--- config.mk ---
export PLATFORM = sky130hd
export DESIGN_NAME = uart_tx
export DESIGN_NICKNAME = d
export VERILOG_FILES = /design/src/rtl/uart_tx.sv
export SDC_FILE = /design/constraint.sdc
export NUM_CORES = 1
export LEC_CHECK = 0
export CAP_MARGIN = 25
export CORE_UTILIZATION = 36
export CTS_BUF_LIST = sky130_fd_sc_hd__clkbuf_8
export DETAILED_ROUTE_END_ITERATION = 7
export SYNTH_ARGS = -nofsm -noshare
export SYNTH_HDL_FRONTEND = slang
export SYNTH_SLANG_ARGS = --single-unit
--- constraint.sdc ---
create_clock -name clk -period 2.43 [get_ports clk]
set_input_delay 0.486 -clock clk [delete_from_list [all_inputs] [get_ports clk]]
set_output_delay 0.486 -clock clk [all_outputs]
set_load 0.01 [all_outputs]
--- src/rtl/uart_tx.sv ---
// uart_tx: serial UART transmitter, LSB-first, start / data / optional parity / stop framing.
// Accepts one word per tx_start in IDLE and reports progress on registered tx_busy / tx_done.
module uart_tx #(
    parameter int unsigned CLKS_PER_BIT = 868,
    parameter int unsigned DATA_BITS    = 8,
    parameter int unsigned PARITY_EN    = 0,
    parameter int unsigned PARITY_ODD   = 0,
    parameter int unsigned STOP_BITS    = 1
) (
    input  logic                 clk,
    input  logic                 rst_n,
    input  logic                 tx_start,
    input  logic [DATA_BITS-1:0] tx_data,
    output logic                 tx,
    output logic                 tx_busy,
    output logic                 tx_done
);

    localparam int unsigned CNT_W = (CLKS_PER_BIT > 1) ? $clog2(CLKS_PER_BIT) : 1;
    localparam int unsigned BIT_W = $clog2(DATA_BITS);

    typedef enum logic [2:0] {
        ST_IDLE   = 3'd0,
        ST_START  = 3'd1,
        ST_DATA   = 3'd2,
        ST_PARITY = 3'd3,
        ST_STOP   = 3'd4
    } state_t;

    state_t               state, state_n;
    logic [CNT_W-1:0]     baud_cnt, baud_cnt_n;
    logic [BIT_W-1:0]     bit_cnt, bit_cnt_n;
    logic [DATA_BITS-1:0] shift_reg, shift_reg_n;
    logic                 parity_bit, parity_bit_n;
    logic                 tx_n, tx_busy_n, tx_done_n;

    logic                 baud_last;
    logic                 baud_penult;
    logic                 data_last;
    logic                 stop_last;

    // Bit-boundary and frame-position decodes
    always_comb begin
        baud_last   = (baud_cnt == CNT_W'(CLKS_PER_BIT - 1));
        baud_penult = (baud_cnt == CNT_W'(CLKS_PER_BIT - 2));
        data_last   = (bit_cnt == BIT_W'(DATA_BITS - 1));
        stop_last   = (bit_cnt == BIT_W'(STOP_BITS - 1));
    end

    // State, counters, shift register and registered outputs
    always_ff @(posedge clk) begin
        if (!rst_n) begin
            state      <= ST_IDLE;
            baud_cnt   <= '0;
            bit_cnt    <= '0;
            shift_reg  <= '0;
            parity_bit <= 1'b0;
            tx         <= 1'b1;
            tx_busy    <= 1'b0;
            tx_done    <= 1'b0;
        end else begin
            state      <= state_n;
            baud_cnt   <= baud_cnt_n;
            bit_cnt    <= bit_cnt_n;
            shift_reg  <= shift_reg_n;
            parity_bit <= parity_bit_n;
            tx         <= tx_n;
            tx_busy    <= tx_busy_n;
            tx_done    <= tx_done_n;
        end
    end

    // Next-state logic; tx_n is the line value for the cycle after the edge
    always_comb begin
        state_n      = state;
        baud_cnt_n   = baud_cnt + CNT_W'(1);
        bit_cnt_n    = bit_cnt;
        shift_reg_n  = shift_reg;
        parity_bit_n = parity_bit;
        tx_n         = tx;
        tx_busy_n    = tx_busy;
        tx_done_n    = 1'b0;

        unique case (state)
            ST_IDLE: begin
                baud_cnt_n = '0;
                bit_cnt_n  = '0;
                tx_n       = 1'b1;
                tx_busy_n  = 1'b0;
                if (tx_start) begin
                    shift_reg_n  = tx_data;
                    parity_bit_n = (^tx_data) ^ (PARITY_ODD != 0);
                    state_n      = ST_START;
                    tx_n         = 1'b0;
                    tx_busy_n    = 1'b1;
                end
            end

            ST_START: begin
                if (baud_last) begin
                    baud_cnt_n = '0;
                    state_n    = ST_DATA;
                    tx_n       = shift_reg[0];
                end
            end

            ST_DATA: begin
                if (baud_last) begin
                    baud_cnt_n  = '0;
                    shift_reg_n = shift_reg >> 1;
                    if (data_last) begin
                        bit_cnt_n = '0;
                        if (PARITY_EN != 0) begin
                            state_n = ST_PARITY;
                            tx_n    = parity_bit;
                        end else begin
                            state_n = ST_STOP;
                            tx_n    = 1'b1;
                        end
                    end else begin
                        bit_cnt_n = bit_cnt + BIT_W'(1);
                        tx_n      = shift_reg_n[0];
                    end
                end
            end

            ST_PARITY: begin
                if (baud_last) begin
                    baud_cnt_n = '0;
                    state_n    = ST_STOP;
                    tx_n       = 1'b1;
                end
            end

            ST_STOP: begin
                tx_n = 1'b1;
                // tx_done is registered, so it is raised one edge before the last stop cycle ends
                if (stop_last && baud_penult) begin
                    tx_done_n = 1'b1;
                end
                if (baud_last) begin
                    baud_cnt_n = '0;
                    if (stop_last) begin
                        bit_cnt_n = '0;
                        state_n   = ST_IDLE;
                        tx_busy_n = 1'b0;
                    end else begin
                        bit_cnt_n = bit_cnt + BIT_W'(1);
                    end
                end
            end

            default: begin
                state_n    = ST_IDLE;
                baud_cnt_n = '0;
                bit_cnt_n  = '0;
                tx_n       = 1'b1;
                tx_busy_n  = 1'b0;
            end
        endcase
    end

endmodule
==> results of run 1 <==
-- layer usage --
metal  global-route usage, %  up-vias  wire (um)
met2                    25.5       16       1280
li1                        -      587          -
met3                    4.17        2         80
met1                    18.0      552       1350
met5                       0        -          0
met4                    4.08        0         22
-- logic make-up (layout without fill, tap and decap cells) --
logic type / count (synthesis) / after routing / share of synthesized area (%)
AO/OA/AOI/OAI: 34 / 34 / 18.6
XOR/XNOR: 8 / 8 / 4.82
adder cells (fa/ha/maj): 5 / 5 / 4.31
buffers and inverters: 12 / 22 / 4.31
flip-flops: 27 / 27 / 37.2
multiplexers: 11 / 11 / 8.18
AND/OR/NAND/NOR: 59 / 59 / 22.6
-- critical path: cells and delay by family --
family                 cells  cell delay, ns
AOI/OAI and AO/OA          2            0.56
buffers and inverters      1            0.50
and+or+nand+nor            1            0.35
-- cells in the final DEF (no fill, tap or decap), drive strengths merged, types with 4 or more instances in the layout --
master and n:
dfxtp 27, nor2 18, clkdlybuf4s50 13, nand2 8
mux2 7, o21bai 7, o311a 7, nand4 6
o21ai 6, nand3 6, inv 5, xor2 5
ha 5, nor2b 4, a21oi 4, nand2b 4
mux2i 4
-- through the flow --
step	util, %	power (uW)	area (um^2)	hold WS (ns)
floorplan	-	540	1450	0.437
global placement	42.5	570	1600	0.459
detailed placement	42.5	574	1600	0.467
CTS	43.7	824	1650	0.487
global route	43.7	857	1650	0.511
finish	43.7	812	1650	0.480
-- report_power, final --
part / switching (uW) / internal [uW]
Sequential: 9.84 / 458
Clock: 136 / 113
Combinational: 43.8 / 51.7
Total: 189 / 623
-- layout make-up --
class,count,area [um^2]
clock buffer,3,41.3
clock inverter,1,3.75
fill,368,2120
inverter,4,15.0
multi-input combinational,117,850
sequential,27,541
tap,48,60.1
timing repair buffer,14,138
-- path summary, 6_finish.rpt --
path	start	endpoint
worst min register to register	baud_cnt[0]	baud_cnt[0]
worst min-delay path	baud_cnt[0]	baud_cnt[0]
worst max register to register	state[1]	shift_reg[6]
worst max-delay path	tx_start	shift_reg[5]
==> flow_summary.toml, run 1 <==
[status]
status = "finished, final reports clean"

[floorplanning]
die_y_um = 65.5
die_w_um = 65.5
start_util_pct = 38.5
die_area_um2 = 4290
rows = 22
core_um2 = 3770
boundaryPins = 14

[cells_and_area]
diodes = 0
final_cells = 214
final_nets = 183
layout-drive-gt1-share_pct = 10.2
largest_reg_flops = 10
area_delta_synth_final_pct = 13.4

[routing]
dr.pass1.iters = 4
drt-initial-drc-count = 42
vias_per_cell = 5.41
drt_wl_total_um = 2740
wl_per_cell_um = 12.8
drc_errors = 0
num_vias = 1157
ant_nets = 0

[power_and_ir_drop]
leakagePower_uw = 0.000599
p_per_area_nw_per_um2 = 493
ir_worst_vdd_v = 0.000258

[synthesis]
synth_cells = 156
seq_area_frac_synth_pct = 37.2
yosys_register_bits = 27
yosysMostFrequentCell = "dfxtp_1"
synth_ff_type = "dfxtp_1"
netlist_top_cells_count = "27 x dfxtp_1, 18 x nor2_1, 8 x nand2_1"
synth_edf_count = 0
syn-num-nets = 172
synth_area_um2 = 1450
synth_top_area_share_pct = 37.2
avgSynthCellArea_um2 = 9.31
ys_top_cells_by_area = "dfxtp_1 37%, mux2_2 5.4%, o311a_1 4.8%, nor2_1 4.7%, ha_1 4.3%"
synth_top_area_cell = "dfxtp_1"
synthDistinctLibCells = 39
async_reset_ff_share_pct = 0
synth_warnings = 0

[grt]
antenna_found_initial = 0
grt_max_degree = 17
grt-ovfl-total = 0
grt.total_usage_pct = 14.9
grt_pass1_wl_um = 4950
grt_pass1_vias = 1087

[clock_network]
clk_latency_ns = 0.27
holdBufCountCts = 0
clock_path_buffers = 2
cts_tree = "yes"
ctsRootBufferMaster = "clkbuf_8"
path_clk_slew_ns = 0.09
cts-resized-gates = 0
cts_buffers = 3
cts_setup_buffers = 0
h-tree-depth = 1
cts_sinks = 27

[setup_path]
slowest_delay_ns = 0.50
worst_setup_path_start_kind = "primary input"
cp_data_required_time_ns = 2.59
ff2ff_setup_slack_ns = 0.72
r2r_cells = 3
path_cells = "clkdlybuf4s50_1, nor2b_1, a41oi_4, o311a_1"
setup.worst_path.end_class = "register"
slowest_stage = "clkdlybuf4s50_1"
cp_data_arrival_time_ns = 1.89
cp_max_fo = 15
crit_type = "in -> reg"

[worst_hold_path]
hold_depth = 1
hp-class = "reg -> reg"

[timing]
hold_viol = 0
slew_violations = 0
rsz0062_at_grt = "false"
fin_tns_setup_ns = 0
slew_headroom_pct = 67.9
fin_ws_ns = 0.702
skew_ns = 0.00207
finalWorstPathRequiredPeriod_ns = 1.73
tightestPinTransition_ns = 0.480
post-route-period-util_pct = 71.1
fmax_mhz = 579
setup_violations = 0

[place]
io_buffers = 13
place_hpwl_um = 2000
dp_slack_ns = 0.411
place_inst = 210
place_congestion = 0.761

[run]
maxCapViolations = 0
No activity file was read; power rests on OpenSTA's default activity.
==> run 2, diff against run 1 <==
clock period = 1.5 ns   (was 2.43 ns; I/O delays follow)
==> run 2 against run 1 <==
Worst setup slack worse by 0.70 ns. Sequential cell count unchanged. Largest power group unchanged. Routed wire length up 16%. Critical path type is now reg -> reg. Sequential power up 61%. Critical endpoint is now shift_reg[0]. Largest cell class unchanged. Die area unchanged. Cell area up 11%. Via count up 9.6%.
==> flow_summary.toml, run 2 (synthesis gave the netlist of run 1 again) <==
[place]
dpl-instance-area_um2 = 1750
io_buffers = 13
place_inst = 229
place_congestion = 0.799
place_hpwl_um = 2310

[setup_path]
setup.worst_path.end_class = "register"
cp_max_fo = 7
worst_setup_path_start_kind = "register"
ff2ff_setup_slack_ns = 0.0009
crit_type = "reg -> reg"
cp_data_required_time_ns = 1.67
r2r-start = "baud_cnt[2]"
cp_data_arrival_time_ns = 1.67
critPathLaunch = "baud_cnt[2]"
r2r-end = "shift_reg[0]"
r2r_cells = 3

[cells_and_area]
area_delta_synth_final_pct = 26.0
mostFrequentLayoutCells = "27 x dfxtp_1, 20 x buf_4, 17 x nor2_1"
layout-drive-gt1-share_pct = 21.9
final_cells = 235
final_nets = 204
final_area_um2 = 1830
diodes = 0
largest_reg_flops = 10
mostFrequentLayoutCell = "dfxtp_1"

[clock_network]
cts_buffers = 3
path_clk_slew_ns = 0.09
cts_sinks = 27
h-tree-depth = 1
clock_path_buffers = 2
cts_tree = "yes"
ctsRootBufferMaster = "clkbuf_8"
clk_latency_ns = 0.27

[power_and_ir_drop]
ir_worst_vdd_v = 0.000390
p_total_uw = 1350
leakagePower_uw = 0.000721
p_per_area_nw_per_um2 = 738

[routing]
vias_per_cell = 5.40
drc_errors = 0
dr.pass1.iters = 4
ant_nets = 0
num_vias = 1268
drt-initial-drc-count = 45
drt_wl_total_um = 3180
wl_per_cell_um = 13.5

[timing]
tightestPinTransition_ns = 0.470
post-route-period-util_pct = 99.9
finalWorstPathRequiredPeriod_ns = 1.50
hold_viol = 0
fin_tns_setup_ns = 0
hold_ws_ns = 0.491
slew_headroom_pct = 68.5
rsz0062_at_grt = "true"
setup_violations = 0
fmax_mhz = 667
skew_ns = 0.00382
slew_violations = 0

[run]
maxCapViolations = 0

[grt]
grt_max_degree = 17
grt-ovfl-total = 0
grt_pass1_wl_um = 5300
grt_pass1_vias = 1205
grt.total_usage_pct = 15.9
antenna_found_initial = 0

[floorplanning]
die_w_um = 65.5
die_area_um2 = 4290
die_y_um = 65.5
core_um2 = 3770
rows = 22
start_util_pct = 38.5
boundaryPins = 14

[worst_hold_path]
hold_start = "tx"
min_to = "tx"
hold_depth = 2
hp-class = "reg -> reg"

[status]
status = "finished, final reports clean"
==> run 2: area by class of cell <==
class,count,area (um^2)
fill,361,1940
multi-input combinational,118,875
sequential,27,541
timing repair buffer,34,294
tap,48,60.1
clock buffer,3,41.3
inverter,4,15.0
clock inverter,1,5.00
==> run 2: metrics by stage <==
stage	worst slack [ns]	utilization, %
3_5_place_dp	-0.208	46.3
2_1_floorplan	0.00493	-
4_1_cts	0.000766	47.6
5_1_grt	-0.0813	48.5
6_report	0.000934	48.5
3_3_place_gp	-0.150	46.3
==> run 2: routing by layer <==
metal	vias to the layer above	wire length [um]	GRT usage (%)
li1	633	-	-
met5	-	0	0
met2	17	1450	25.5
met1	613	1590	21.5
met4	0	29	4.89
met3	5	99	2.78
==> run 2: what timing repair did <==
action                                  CTS  global route
setup buffers                             0             1
hold buffers                              0             0
pin swaps                                 1             2
endpoints found under the setup margin    8            22
cloned                                    0             1
resized for setup                         1             4
==> run 2: worst max-delay path, stage by stage (launching register included) <==
cell and delay [ns]:
dfxtp_1 0.32, and4bb_4 0.43, a41oi_2 0.25, o311a_1 0.39
==> run 2: where the power goes <==
| part | switching, uW | internal, uW | leakage (uW) |
|---|---|---|---|
| combinational | 81.3 | 97.6 | 0.000476 |
| clock | 232 | 186 | 0.0000255 |
| sequential | 12.2 | 742 | 0.000220 |
==> run 2: worst max path at each step <==
stage	to	slack [ns]	cells after the start
2_1_floorplan	shift_reg[0]	0.005	5
3_3_place_gp	shift_reg[6]	-0.15	4
3_5_place_dp	shift_reg[0]	-0.21	4
4_1_cts	shift_reg[0]	0.0008	3
5_1_grt	baud_cnt[5]	-0.08	5
6_report	shift_reg[0]	0.0009	3
==> run 3, diff against run 2 <==
CORE_MARGIN = 2   (was unset)
==> run 3 against run 2 <==
Critical path depth up 1. Clock power up 1%. Sequential power about the same. Count of clock-buffer cells in the layout unchanged. Critical path type unchanged. Sequential share of layout area down 1.0 points. Non-clock buffer count up 5. Sequential cell count unchanged.
==> flow_summary.toml, run 3 (synthesis gave the netlist of run 1 again) <==
[floorplanning]
die_w_um = 67.5
start_util_pct = 36.8
die_area_um2 = 4560
rows = 23
die_y_um = 67.5
core_um2 = 3940
boundaryPins = 14

[timing]
tightestPinTransition_ns = 0.402
hold_viol = 0
slew_headroom_pct = 73.1
fin_ws_ns = 0.0506
fmax_mhz = 690
hold_ws_ns = 0.491
fin_tns_setup_ns = 0
post-route-period-util_pct = 96.6
finalWorstPathRequiredPeriod_ns = 1.45
rsz0062_at_grt = "true"
setup_violations = 0
slew_violations = 0
skew_ns = 0.0102

[cells_and_area]
mostFrequentLayoutCell = "buf_4"
layout-drive-gt1-share_pct = 27.1
diodes = 0
final_area_um2 = 1910
multiInputGateArea_um2 = 908
largest_reg_flops = 10
final_cells = 242
seqCellArea_um2 = 543
nFillCells = 360
final_nets = 209
mostFrequentLayoutCells = "26 x buf_4, 25 x dfxtp_1, 17 x nor2_1"
area_delta_synth_final_pct = 31.2

[clock_network]
h-tree-depth = 1
cts_tree = "yes"
path_clk_slew_ns = 0.10
clock_path_buffers = 2
holdBufCountCts = 0
cts_buffers = 3
clk_latency_ns = 0.28
cts_sinks = 27
ctsRootBufferMaster = "clkbuf_8"

[place]
dpl-instance-area_um2 = 1760
place_congestion = 0.764
dp_slack_ns = -0.201
place_hpwl_um = 2260
io_buffers = 13
place_inst = 232

[setup_path]
cp_data_arrival_time_ns = 1.63
cp_max_fo = 6
cp_data_required_time_ns = 1.68
setup.worst_path.end_class = "register"
crit_type = "reg -> reg"
worst_setup_path_start_kind = "register"

[routing]
drc_errors = 0
ant_nets = 0
wl_per_cell_um = 13.3
num_vias = 1275
vias_per_cell = 5.27
drt-initial-drc-count = 42
dr.pass1.iters = 4
drt_wl_total_um = 3220

[grt]
grt.total_usage_pct = 14.5
grt_pass1_wl_um = 5010
grt-ovfl-total = 0
grt_max_degree = 17
antenna_found_initial = 0
grt_pass1_vias = 1159

[power_and_ir_drop]
ir_worst_vdd_v = 0.000406
leakagePower_uw = 0.000754
p_per_area_nw_per_um2 = 718

[status]
status = "finished, final reports clean"

[worst_hold_path]
hp-class = "reg -> reg"

[run]
maxCapViolations = 0
[run 3: cell type report]
| cell class | instances | area share [%] |
|---|---|---|
| Clock buffer | 3 | 2.17 |
| Clock inverter | 1 | 0.263 |
| Inverter | 4 | 0.788 |
| Multi-Input combinational cell | 118 | 47.7 |
| Sequential cell | 27 | 28.5 |
| Tap cell | 50 | 3.28 |
| Timing Repair Buffer | 39 | 17.3 |
[run 3: report_power, final]
part / internal [uW] / switching [uW]
logic: 106 / 82.6
clock network: 186 / 237
registers: 742 / 13.5
[run 3: worst paths after layout]
| kind | depth (start not counted) | end | slack, ns | from |
|---|---|---|---|---|
| max | 4 | bit_cnt[1] | 0.05 | baud_cnt[3] |
| min | 2 | tx | 0.49 | tx |
| max reg2reg | 4 | bit_cnt[1] | 0.05 | baud_cnt[3] |
| min reg2reg | 2 | tx | 0.49 | tx |
[run 3: critical path, cell delays in order (launching register included)]
cell and delay, ns:
dfxtp_1 0.32, and4bb_4 0.43, nand3_4 0.12, a211o_4 0.37, mux2i_1 0.12
[run 3: per-stage QoR]
step	util (%)	power, uW
2_1_floorplan	-	875
3_3_place_gp	44.5	941
3_5_place_dp	44.5	948
4_1_cts	45.9	1370
5_1_grt	48.3	1430
6_report	48.3	1370
[run 3: layer usage]
layer	vias to the layer above	part of all wire [%]	global-route usage (%)
li1	644	-	-
met1	608	45	16.9
met2	19	50	25.5
met3	4	3.3	4.00
met4	0	1.1	4.59
met5	-	0	0
[run 3: what timing repair did]
| action | 4_1_cts | 5_1_grt |
|---|---|---|
| pin swaps | 0 | 3 |
| gates cloned | 0 | 1 |
| resized for setup | 2 | 12 |
| endpoints found under the setup margin | 7 | 23 |
| setup buffers | 0 | 5 |
| endpoints found under the hold margin | 0 | 0 |
